File: src/rtl/dmem_arb_pkg.sv
//------------------------------------------------------------------------------
// dmem_arb_pkg : shared widths, state and owner encodings for the dmem arbiter
// Rev 1.0
//------------------------------------------------------------------------------
`default_nettype none

package dmem_arb_pkg;

  localparam int DATA_DEPTH   = 1024;
  localparam int REG_WIDTH    = 32;

  localparam int DEF_ADDR_W   = $clog2(DATA_DEPTH);
  localparam int DEF_DATA_W   = REG_WIDTH;
  localparam int DEF_MAX_WAIT = 4;

  typedef enum logic [0:0] {
    ARB  = 1'b0,
    LOCK = 1'b1
  } arb_state_t;

  typedef enum logic [0:0] {
    OWN_CORE = 1'b0,
    OWN_DBG  = 1'b1
  } owner_t;

  // Counter width able to hold the value sat (inclusive).
  function automatic int cnt_width(input int sat);
    return (sat < 1) ? 1 : $clog2(sat + 1);
  endfunction

endpackage

`default_nettype wire

File: src/rtl/dmem_arb_starve_cnt.sv
//------------------------------------------------------------------------------
// dmem_arb_starve_cnt : saturating wait counter for a denied debug request
// Rev 1.0
//------------------------------------------------------------------------------
`default_nettype none

module dmem_arb_starve_cnt #(
  parameter int CNT_W = 3
) (
  input  logic             clk,
  input  logic             rst,
  input  logic             inc,
  input  logic             clr,
  input  logic [CNT_W-1:0] sat_val,
  output logic [CNT_W-1:0] cnt,
  output logic             at_max
);

  logic [CNT_W-1:0] cnt_q;

  // Clear wins over increment; the counter never runs past sat_val.
  always_ff @(posedge clk) begin
    if (rst) begin
      cnt_q <= '0;
    end else if (clr) begin
      cnt_q <= '0;
    end else if (inc && !at_max) begin
      cnt_q <= cnt_q + 1'b1;
    end
  end

  assign at_max = (cnt_q >= sat_val);
  assign cnt    = cnt_q;

endmodule

`default_nettype wire

File: src/rtl/dmem_arbiter.sv
//------------------------------------------------------------------------------
// dmem_arbiter : core/debug arbiter for a single-port data memory
// Rev 1.0
//------------------------------------------------------------------------------
`default_nettype none

module dmem_arbiter
  import dmem_arb_pkg::*;
#(
  parameter int ADDR_W   = DEF_ADDR_W,
  parameter int DATA_W   = DEF_DATA_W,
  parameter int MAX_WAIT = DEF_MAX_WAIT
) (
  input  logic                clk,
  input  logic                rst,

  input  logic                core_req,
  input  logic                core_we,
  input  logic [ADDR_W-1:0]   core_addr,
  input  logic [DATA_W-1:0]   core_wdata,
  input  logic [DATA_W/8-1:0] core_be,
  output logic                core_stall,
  output logic                core_rvalid,
  output logic [DATA_W-1:0]   core_rdata,

  input  logic                dbg_req,
  input  logic                dbg_lock,
  input  logic                dbg_we,
  input  logic [ADDR_W-1:0]   dbg_addr,
  input  logic [DATA_W-1:0]   dbg_wdata,
  input  logic [DATA_W/8-1:0] dbg_be,
  output logic                dbg_gnt,
  output logic                dbg_rvalid,
  output logic [DATA_W-1:0]   dbg_rdata,

  output logic                mem_en,
  output logic [DATA_W/8-1:0] mem_we,
  output logic [ADDR_W-1:0]   mem_addr,
  output logic [DATA_W-1:0]   mem_wdata,
  input  logic [DATA_W-1:0]   mem_rdata
);

  localparam int BE_W  = DATA_W / 8;
  localparam int CNT_W = cnt_width(MAX_WAIT);

  arb_state_t       state_q, state_d;
  logic             core_gnt_w;
  logic             dbg_gnt_w;
  logic             cnt_inc, cnt_clr, cnt_at_max;
  logic [CNT_W-1:0] cnt_val;

  logic [BE_W-1:0]   mux_we;
  logic [ADDR_W-1:0] mux_addr;
  logic [DATA_W-1:0] mux_wdata;

  logic   rd_fire;
  logic   rd_valid_q;
  owner_t rd_owner_q;

  always_ff @(posedge clk) begin
    if (rst) begin
      state_q <= ARB;
    end else begin
      state_q <= state_d;
    end
  end

  always_comb begin
    state_d    = state_q;
    core_gnt_w = 1'b0;
    dbg_gnt_w  = 1'b0;
    case (state_q)
      ARB: begin
        if (cnt_at_max && dbg_req) begin
          dbg_gnt_w = 1'b1;
        end else if (core_req) begin
          core_gnt_w = 1'b1;
        end else if (dbg_req) begin
          dbg_gnt_w = 1'b1;
        end
        if (dbg_gnt_w && dbg_lock) begin
          state_d = LOCK;
        end
      end
      LOCK: begin
        // The release cycle itself still belongs to debug.
        dbg_gnt_w = dbg_req;
        if (!dbg_lock) begin
          state_d = ARB;
        end
      end
      default: state_d = ARB;
    endcase
  end

  assign cnt_inc = (state_q == ARB) && dbg_req && !dbg_gnt_w;
  assign cnt_clr = dbg_gnt_w || !dbg_req || (state_q == LOCK);

  dmem_arb_starve_cnt #(
    .CNT_W (CNT_W)
  ) u_starve_cnt (
    .clk     (clk),
    .rst     (rst),
    .inc     (cnt_inc),
    .clr     (cnt_clr),
    .sat_val (CNT_W'(MAX_WAIT)),
    .cnt     (cnt_val),
    .at_max  (cnt_at_max)
  );

  always_comb begin
    mux_we    = '0;
    mux_addr  = '0;
    mux_wdata = '0;
    if (core_gnt_w) begin
      mux_we    = core_be & {BE_W{core_we}};
      mux_addr  = core_addr;
      mux_wdata = core_wdata;
    end else if (dbg_gnt_w) begin
      mux_we    = dbg_be & {BE_W{dbg_we}};
      mux_addr  = dbg_addr;
      mux_wdata = dbg_wdata;
    end
  end

  // Track who issued the read so the returning word is flagged for that port.
  assign rd_fire = (core_gnt_w && !core_we) || (dbg_gnt_w && !dbg_we);

  always_ff @(posedge clk) begin
    if (rst) begin
      rd_valid_q <= 1'b0;
      rd_owner_q <= OWN_CORE;
    end else begin
      rd_valid_q <= rd_fire;
      if (rd_fire) begin
        rd_owner_q <= dbg_gnt_w ? OWN_DBG : OWN_CORE;
      end
    end
  end

  // Everything is held quiet while reset is asserted.
  assign core_stall  = !rst && core_req && !core_gnt_w;
  assign dbg_gnt     = !rst && dbg_gnt_w;
  assign mem_en      = !rst && (core_gnt_w || dbg_gnt_w);
  assign mem_we      = rst ? '0 : mux_we;
  assign mem_addr    = rst ? '0 : mux_addr;
  assign mem_wdata   = rst ? '0 : mux_wdata;
  assign core_rvalid = !rst && rd_valid_q && (rd_owner_q == OWN_CORE);
  assign dbg_rvalid  = !rst && rd_valid_q && (rd_owner_q == OWN_DBG);
  assign core_rdata  = rst ? '0 : mem_rdata;
  assign dbg_rdata   = rst ? '0 : mem_rdata;

endmodule

`default_nettype wire

File: config.mk
export PLATFORM = sky130hd
export DESIGN_NAME = dmem_arbiter
export DESIGN_NICKNAME = d
export VERILOG_FILES = /design/src/rtl/dmem_arb_pkg.sv /design/src/rtl/dmem_arb_starve_cnt.sv /design/src/rtl/dmem_arbiter.sv
export SDC_FILE = /design/constraint.sdc
export NUM_CORES = 1
export LEC_CHECK = 0
export ABC_CLOCK_PERIOD_IN_PS = 5500
export CAP_MARGIN = 25
export CORE_AREA = 8 8 90 92
export CTS_CLUSTER_SIZE = 28
export DETAILED_ROUTE_END_ITERATION = 8
export DIE_AREA = 0 0 98 100
export PLACE_DENSITY = 0.86
export SETUP_SLACK_MARGIN = 0.1
export SLEW_MARGIN = 10
export SYNTH_ARGS = -nofsm -noshare
export SYNTH_HDL_FRONTEND = slang
export SYNTH_HIERARCHICAL = 1
export SYNTH_SLANG_ARGS = --single-unit
export TNS_END_PERCENT = 100
File: constraint.sdc
create_clock -name clk -period 5.5 [get_ports clk]
set_clock_uncertainty 0.05 [all_clocks]
set_input_delay 0.55 -clock clk [delete_from_list [all_inputs] [get_ports clk]]
set_output_delay 0.55 -clock clk [all_outputs]
set_load 0.01 [all_outputs]
Word-level counts from Yosys, hierarchy flattened
Cells that the tools add are included.

storage, ports and cells
  flip-flop bits (word level) = 6
  input port bits = 131
  output and inout bits = 115

operators by class
  $add $sub $neg = 1
  $lt $le $gt $ge = 1
  muxes and demuxes = 22
  bitwise gates (word level) = 4
  reductions and logical operators = 26

operators with widths
  kind                 number
  $mux 32              4
  $mux 10              3
  $logic_and 1x1->1    14
  $mux 4               3
  $mux 1               10
  $and 4x4->4          2
  $logic_not 1->1      7
  $logic_or 1x1->1     4
  $pmux 1 s2           2
  $add 3x1->3 const B  1
  $ge 3x3->1 const B   1
  $not 1->1            2
  $reduce_or 2->1      1

Logic depth before layout (Yosys ltp)
Gate-level depths: netlist (run 1).

  depth in word-level cells = 8
  depth in mapped cells = 10
  depth with buffers taken out = 10

Hierarchy
The synthesis (run 1) kept the hierarchy.

modules (own cells, without submodules)
  module               instances  cells an instance  area each (µm²)  seq. area each (µm²)
  dmem_arbiter         1          160                1209.9           60.1
  dmem_arb_starve_cnt  1          28                 247.7            60.1

Worst setup path after synthesis (run 1)
OpenSTA, ideal clock, no wires.

  path type = register to output
  start point = register u_starve_cnt.cnt_q[2] (netlist: u_starve_cnt/cnt[2])
  end point = output port mem_wdata[22]
  data arrival time = 1781 ps
  slack = 3119 ps
  cell stages (with the launch flop) = 8
  cells stage by stage = dfxtp_1 > ha_1 > and2_1 > a21o_1 > o211a_1 > buf_2 > buf_2 > a22o_1

on the way
  longest elaborated chain between the ends = 8
  elaborated cells between the ends (all ways) = 10
  those cells by class = order compare: 1; mux: 8; reduce/logical: 1

ends and longest elaborated chain
  element                 RTL line                   text
  start, declared         dmem_arb_starve_cnt.sv:19  logic [CNT_W-1:0] cnt_q;
  start signal, assigned  dmem_arb_starve_cnt.sv:28  cnt_q <= cnt_q + 1'b1;
  $ge 3x3->1 *            dmem_arb_starve_cnt.sv:32  assign at_max = (cnt_q >= sat_val);
  via cnt_at_max          dmem_arbiter.sv:49         logic cnt_inc, cnt_clr, cnt_at_max;
  $logic_and 1x1->1 *     dmem_arbiter.sv:74         if (cnt_at_max && dbg_req) begin
  $mux 1                  dmem_arbiter.sv:74
  $mux 1                  dmem_arbiter.sv:72         case (state_q)
  $pmux 1 s2              dmem_arbiter.sv:72
  $mux 32                 dmem_arbiter.sv:119        end else if (dbg_gnt_w) begin
  $mux 32 *               dmem_arbiter.sv:115        if (core_gnt_w) begin
  $mux 32 *               dmem_arbiter.sv:147        assign mem_wdata = rst ? '0 : mux_wdata;
  end, declared           dmem_arbiter.sv:39         output logic [DATA_W-1:0] mem_wdata,

Mark *: on every way through the listed nets, which the timed path passes. The rest lies on a longest branch. The select of a mux whose other input is x is not followed.

Worst setup path in the final report (run 1)
  start point = register u_starve_cnt.cnt_q[2] (netlist: u_starve_cnt/cnt[2])
  end point = output port mem_wdata[20]

Same word-level chain as after synthesis.

==> results of run 1 <==
[through the flow]
stage          utilization  setup WS, ns
2_1_floorplan            -         3.119
5_1_grt             0.5608         1.968
3_5_place_dp        0.5546         2.167
3_3_place_gp        0.5546         2.187
6_report            0.5608         2.092
4_1_cts             0.5608         2.073
[layout by cell type, fill, tap and decap left out, types with 2 or more instances in the layout]
master and instances:
clkdlybuf4s50_1 245, a22o_1 40, nor2b_1 33, inv_1 7
dfxtp_1 6, nand2_1 6, and2_1 5, a32o_1 4
a21oi_1 4, ha_1 4, nor2_1 3, o211ai_1 3
clkbuf_8 3, conb_1 3, mux2i_1 3, nor3b_1 2
nand3_1 2, and3_1 2, buf_4 2, a21o_1 2
[kinds of logic after synthesis]
logic type                 count (synthesis)
and+or+nand+nor                           61
DFF                                        6
muxes                                      3
AOI/OAI and AO/OA                         58
buffers and inverters                     54
adders and majority gates                  4
other                                      2
[routing by layer]
layer / GRT usage / share of wire / up-vias
met1: 0.1829 / 0.36 / 971
met5: 0 / 0 / -
met3: 0.09412 / 0.14 / 4
met4: 0.02398 / 0.0053 / 0
met2: 0.3383 / 0.49 / 162
li1: - / - / 1047
[path summary, 6_finish.rpt]
check                      start                  end
max          u_starve_cnt/cnt[2]        mem_wdata[20]
max reg2reg  u_starve_cnt/cnt[2]  u_starve_cnt/cnt[1]
min          u_starve_cnt/cnt[0]  u_starve_cnt/cnt[0]
min reg2reg  u_starve_cnt/cnt[0]  u_starve_cnt/cnt[0]
[sequential cells by signal (all words and copies together) (netlist names)]
name / count
rd_owner_q: 1
rd_valid_q: 1
state_q: 1
u_starve_cnt/cnt: 3
[power by group through the flow]
stage / combinational, mW / sequential (mW) / clock, mW
final: 0.292 / 0.0459 / 0.0657
after global placement: 0.291 / 0.0464 / 0
after floorplan: 0.110 / 0.0463 / 0
after CTS: 0.295 / 0.0459 / 0.0677
after global routing: 0.311 / 0.0461 / 0.0690
after detailed placement: 0.292 / 0.0465 / 0
[final cells by class]
cell class / count / share of cell area
inverters: 7 / 0.007052
repair buffers: 247 / 0.6622
clock buffers: 3 / 0.01108
multi-input cells: 129 / 0.2606
well taps: 80 / 0.02686
flip-flops and latches: 6 / 0.03224
[worst register-to-register path, cell delays in order, from the launching register on]
cell and delay [ns]:
dfxtp_1 0.31, ha_1 0.29, and2_1 0.22, a21o_1 0.27, nand2_2 0.13, and3_1 0.21, inv_1 0.06, nor2_1 0.25
nand2_1 0.09, mux2i_1 0.13
==> summary.md, run 1 <==
| Metric | Value |
|---|---|
| 1st-pass router iterations | `4` |
| Final Critical Period | `between 3 and 4 ns` |
| Gr ovfl total | `0` |
| Antenna violations before repair | `0` |
| Max-slew violation count | `0` |
| Critical-path maximum fanout | `between 40 and 50` |
| CP peak stage delay | `slightly above 0.6 ns` |
| Layout Nets | `roughly 530` |
| Clock tree sinks | `6` |
| CP Cell Sequence | `ha_1 > and2_1 > a21o_1 > nand2_2 > and3_4 > a22o_1 > clkdlybuf4s50_1` |
| Largest area contributor in the netlist | `a22o_1` |
| H-tree depth | `1` |
| DR iter-0 viols | `79` |
| Inst Count DP | `between 400 and 500` |
| Total power | `~0.4 mW` |
| Setup TNS | `0 ns` |
| Area growth syn-to-layout | `155.6%` |
| Worst vdd rail ir drop | `61.61 uV` |
| Synth top area cells | `a22o_1 (24%), buf_4 (17%), nor2b_1 (14%)` |
| Worst setup SP type | `flop` |
| Vias in the first global route | `approximately 2400` |
| Clk root buf | `clkbuf_8` |
| Sw Ratio | `0.3028` |
| Core area | `~0.0066 sq mm` |
| Die height | `about 100 um` |
| Count of final hold-check violations | `0` |
| Fin crit share | `0.6196` |
| Port-buffer cells | `245` |
| Gr usage total | `0.1830` |
| Multi-input gate area | `around 1000 sq um` |
| Most used DFF post-synth | `dfxtp_1` |
| Max-cap violations | `0` |
| XOR/XNOR Fraction of Synth Area | `0` |
| Crit path arrival time | `between 2 and 3 ns` |
| WP data required | `4.90 ns` |
| EDFF count, synth | `0` |
| Largest net degree at the start of global routing | `46` |
| Synth Area in Compound Gates | `0.3459` |
| Largest family of logic cells by synthesized area | `compound AO/OA/AOI/OAI gates` |
| Synth Area in Adders | `0.03433` |
| Hold slack | `roughly 0.43 ns` |
| Total CTS buffers | `3` |
| PD cells | `108.3 mW/mm^2` |
| LEAKAGE | `around 1.4 nW` |
| Post-Syn Area per Cell | `approximately 7.8 sq um` |
| Crit-path leading delay family | `simple AND/OR/NAND/NOR gates` |
| Post-Place Cell Area | `0.003685 sq mm` |
| CTS tree | `done` |
| Worst path bufs/invs | `1` |
| Row cnt | `30` |
| Logic pwr share | `0.723` |
| RD Place Congestion | `approximately 0.86` |
| Mux share of post-synthesis cell area | `0.02060` |
| Post-Syn Area | `about 0.0015 sq mm` |
| Post-DR wirelength/cell | `around 20 um` |
| Seq pwr share | `0.114` |
| Synthesis Warnings | `6` |
| Setup violations, final | `0` |
| Kind of critical path | `reg -> out` |
| Chip Width | `98 um` |
| Via count | `~2200` |
| Wirelength, routed | `about 9.6 mm` |
| Non-Filler Instances | `~470` |
| Outcome | `complete, no violations` |
| Hold Path Depth | `2` |
| Via density per instance | `~4.6` |
| Post-synth top cells | `a22o_1 (40), buf_4 (33), nor2b_1 (33)` |
| Synthesized flop and latch total | `6` |
| Switching power | `roughly 0.12 mW` |
| Layout cells sized above 1 | `0.02806` |
| Antenna diodes | `0` |
| RSZ-0062 raised after global routing | `false` |
| Flop2flop setup slack | `around 3.4 ns` |
| Placed wire-length estimate | `between 8 and 9 mm` |
| Hold Crit Class | `reg -> reg` |
| Worst Reg-to-Reg Cells | `9` |
| CTS Buffer Depth | `2` |
| Cell depth of the worst setup path | `7` |
| Reg area | `120.1 sq um` |
| Top-area cell type share of the netlist area | `0.2403` |
| Distinct cell type count after synthesis | `34` |
| Post-synthesis simple-gate area fraction | `0.2575` |
| DRC viols | `0` |
| Global-route wire length before repair | `roughly 14 mm` |
| Die footprint | `0.009800 sq mm` |
| Post-synth ARST share | `0` |
| Post-CTS Setup Repair Bufs | `0` |
| Slowest CP cell | `clkdlybuf4s50_1` |
| Final ANT Viol Nets | `0` |
| Critical path capture point type | `output port` |
| Clock power share | `0.163` |
| PostCTS Resize Cnt | `0` |
| Cell with the most instances after synthesis | `a22o_1` |
| Syn Inst Count | `188` |
| Sequential share of the synthesized area | `0.08240` |
| Fmax | `0.2934 GHz` |
| Final Instance Area | `around 0.0037 sq mm` |
| # IOs | `roughly 250` |
| Starting Density | `0.2194` |
| Clk_lat worst skew | `0.22 ns` |
| Cell internal pwr | `about 0.28 mW` |
| Worst-path clk slew | `about 0.04 ns` |
| CTS Hold Buffers Added | `0` |
| Fill cells | `approximately 610` |
Power figures use the tool's default switching activity.
==> run 2, diff against run 1 <==
Settings changed: ABC_CLOCK_PERIOD_IN_PS 5500 to 3260, CORE_AREA 8 8 90 92 to default, CORE_MARGIN from default to 8, CORE_UTILIZATION from default to 22, DIE_AREA 0 0 98 100 to default.
Clock period 5.5 ns to 3.26 ns, I/O delays scaled along.
==> summary.md, run 2 (synthesized netlist as in run 1, its figures left out) <==
| Metric | Value |
|---|---|
| Fin crit share | `0.9293` |
| Fill cells | `569 (was 605)` |
| Antenna diodes | `0 (unchanged)` |
| Global-route wire length before repair | `14.66 mm (was 14.17 mm)` |
| # IOs | `246 (unchanged)` |
| Placed wire-length estimate | `8.393 mm (was 8.207 mm)` |
| Vias in the first global route | `2465 (was 2427)` |
| Crit path arrival time | `2.65 ns (was 2.81 ns)` |
| Count of final hold-check violations | `0 (unchanged)` |
| Via count | `2241 (was 2184)` |
| Wirelength, routed | `10.05 mm (was 9.582 mm)` |
| WP data required | `2.88 ns (was 4.90 ns)` |
| Gr usage total | `0.1925 (was 0.1830)` |
| Most frequent cells in the layout | `clkdlybuf4s50_1 (245), a22o_1 (40), nor2b_1 (33), inv_1 (7) (unchanged)` |
| CTS Buffer Depth | `2 (unchanged)` |
| Largest net degree at the start of global routing | `46 (unchanged)` |
| Slowest CP cell | `clkdlybuf4s50_1 (unchanged)` |
| H-tree depth | `1 (unchanged)` |
| 1st-pass router iterations | `6 (was 4)` |
| Max-slew violation count | `0 (unchanged)` |
| Worst R2R Start | `u_starve_cnt/cnt[2] (unchanged)` |
| Inst Count DP | `466 (was 469)` |
| Max-cap violations | `0 (unchanged)` |
| Antenna violations before repair | `0 (unchanged)` |
| Kind of critical path | `reg -> out (unchanged)` |
| Chip Width | `97.40 um (was 98 um)` |
| Layout Nets | `530 (was 529)` |
| RD Place Congestion | `0.8171 (was 0.8626)` |
| CTS Hold Buffers Added | `0 (unchanged)` |
| CP peak stage delay | `0.58 ns (was 0.61 ns)` |
| RSZ-0062 raised after global routing | `false (unchanged)` |
| Setup TNS | `0 ns (unchanged)` |
| Crit path setup slack, layout | `0.2306 ns (was 2.092 ns)` |
| Worst setup SP type | `flop (unchanged)` |
| Hold_sp | `u_starve_cnt/cnt[1] (was u_starve_cnt/cnt[0])` |
| Final Critical Period | `roughly 3 ns` |
| PD cells | `184.3 mW/mm^2 (was 108.3 mW/mm^2)` |
| DRC viols | `0 (unchanged)` |
| Worst path bufs/invs | `1 (unchanged)` |
| CP most frequent cell | `a21o_1` |
| Final ANT Viol Nets | `0 (unchanged)` |
| LEAKAGE | `1.425 nW (was 1.418 nW)` |
| Post-DR wirelength/cell | `21.39 um (was 20.30 um)` |
| Via density per instance | `4.768 (was 4.627)` |
| Clk root buf | `clkbuf_8 (unchanged)` |
| Max reg flops | `3 (unchanged)` |
| Critical-path maximum fanout | `22 (was 44)` |
| Outcome | `complete, no violations (unchanged)` |
| Clock tree sinks | `6 (unchanged)` |
| Fmax | `0.3301 GHz` |
| Core area | `0.006386 sq mm (was 0.006644 sq mm)` |
| Hold Crit Class | `reg -> reg (unchanged)` |
| Total CTS buffers | `3 (unchanged)` |
| Setup violations, final | `0 (unchanged)` |
| Area growth syn-to-layout | `157.0% (was 155.6%)` |
| Crit-path leading delay family | `compound AO/OA/AOI/OAI gates (was simple AND/OR/NAND/NOR gates)` |
| Die footprint | `0.009487 sq mm (was 0.009800 sq mm)` |
| Starting Density | `0.2283 (was 0.2194)` |
| Die height | `97.40 um (was 100 um)` |
| Port-buffer cells | `245 (unchanged)` |
| Layout cells sized above 1 | `0.03053 (was 0.02806)` |
| Worst slack, placed | `0.3587 ns (was 2.167 ns)` |
| DR iter-0 viols | `92 (was 79)` |
| CTS tree | `done (unchanged)` |
| Worst vdd rail ir drop | `119.2 uV (was 61.61 uV)` |
| Gr ovfl total | `0 (unchanged)` |
| CP Cell Sequence | `ha_1 > a21o_1 > a21o_1 > nand2_2 > and3_4 > a22o_1 > clkdlybuf4s50_1 (was ha_1 > and2_1 > a21o_1 > nand2_2 > and3_4 > a22o_1 > clkdlybuf4s50_1)` |
| Row cnt | `29 (was 30)` |
| Critical Path Source | `u_starve_cnt/cnt[2] (unchanged)` |
| Clk_lat worst skew | `0.22 ns (about the same)` |
| Non-Filler Instances | `470 (was 472)` |
| Critical path capture point type | `output port (unchanged)` |
| Worst-path clk slew | `0.04 ns (about the same)` |
| Most common cell after layout, fill and taps aside | `clkdlybuf4s50_1 (unchanged)` |
[run 2: cell count changes in the layout (fill, tap and decap cells not counted)]
cell    delta
and3_4     +1
buf_12     +1
buf_4      -1
[run 2: through the flow]
stage                 util  instance area (sq um)  power [mW]  hold slack (ns)
global route        0.5866                   3746      0.7265           0.4579
global placement    0.5784                   3694      0.5715           0.4105
CTS                 0.5848                   3735      0.6931           0.4354
floorplan                -                   1461      0.2640           0.3971
detailed placement  0.5784                   3694      0.5752           0.4296
finish              0.5866                   3746      0.6905           0.4325
[run 2: cell type report]
class / count / area (sq um) / area share
clock buffer: 3 / 41.29 / 0.01102
tap: 77 / 96.34 / 0.02572
multi-input combinational: 130 / 982.2 / 0.2622
timing repair buffer: 247 / 2480 / 0.6620
inverter: 7 / 26.28 / 0.007014
sequential: 6 / 120.1 / 0.03206
[run 2: worst min-delay path: stages (launching register included)]
cell     delay (ns)
dfxtp_1        0.32
nand2_1        0.06
mux2i_1        0.05
[run 2: path summary, 6_finish.rpt]
kind                          to  slack (ns)  depth (start not counted)
max                  mem_addr[1]        0.23                          7
min          u_starve_cnt/cnt[1]        0.43                          2
max reg2reg  u_starve_cnt/cnt[0]        1.09                          9
min reg2reg  u_starve_cnt/cnt[1]        0.43                          2
[run 2: power breakdown]
group	total [mW]	internal (mW)	switching (mW)
Combinational	0.501	0.322	0.179
Clock	0.112	0.0794	0.0327
Sequential	0.0773	0.0762	0.00117
[run 2: routing by layer]
metal	vias up	wire length, um	track usage
met1	1015	3676	0.1951
met5	-	0	0
met4	0	103	0.03613
met3	8	1314	0.09388
met2	167	4959	0.3487
li1	1051	-	-
[run 2: timing repair]
| item | CTS | global route |
|---|---|---|
| setup buffers | 0 | 0 |
| resized for setup | 0 | 1 |
| endpoints found under the setup margin | 0 | 44 |
| hold endpoints to repair | 0 | 0 |
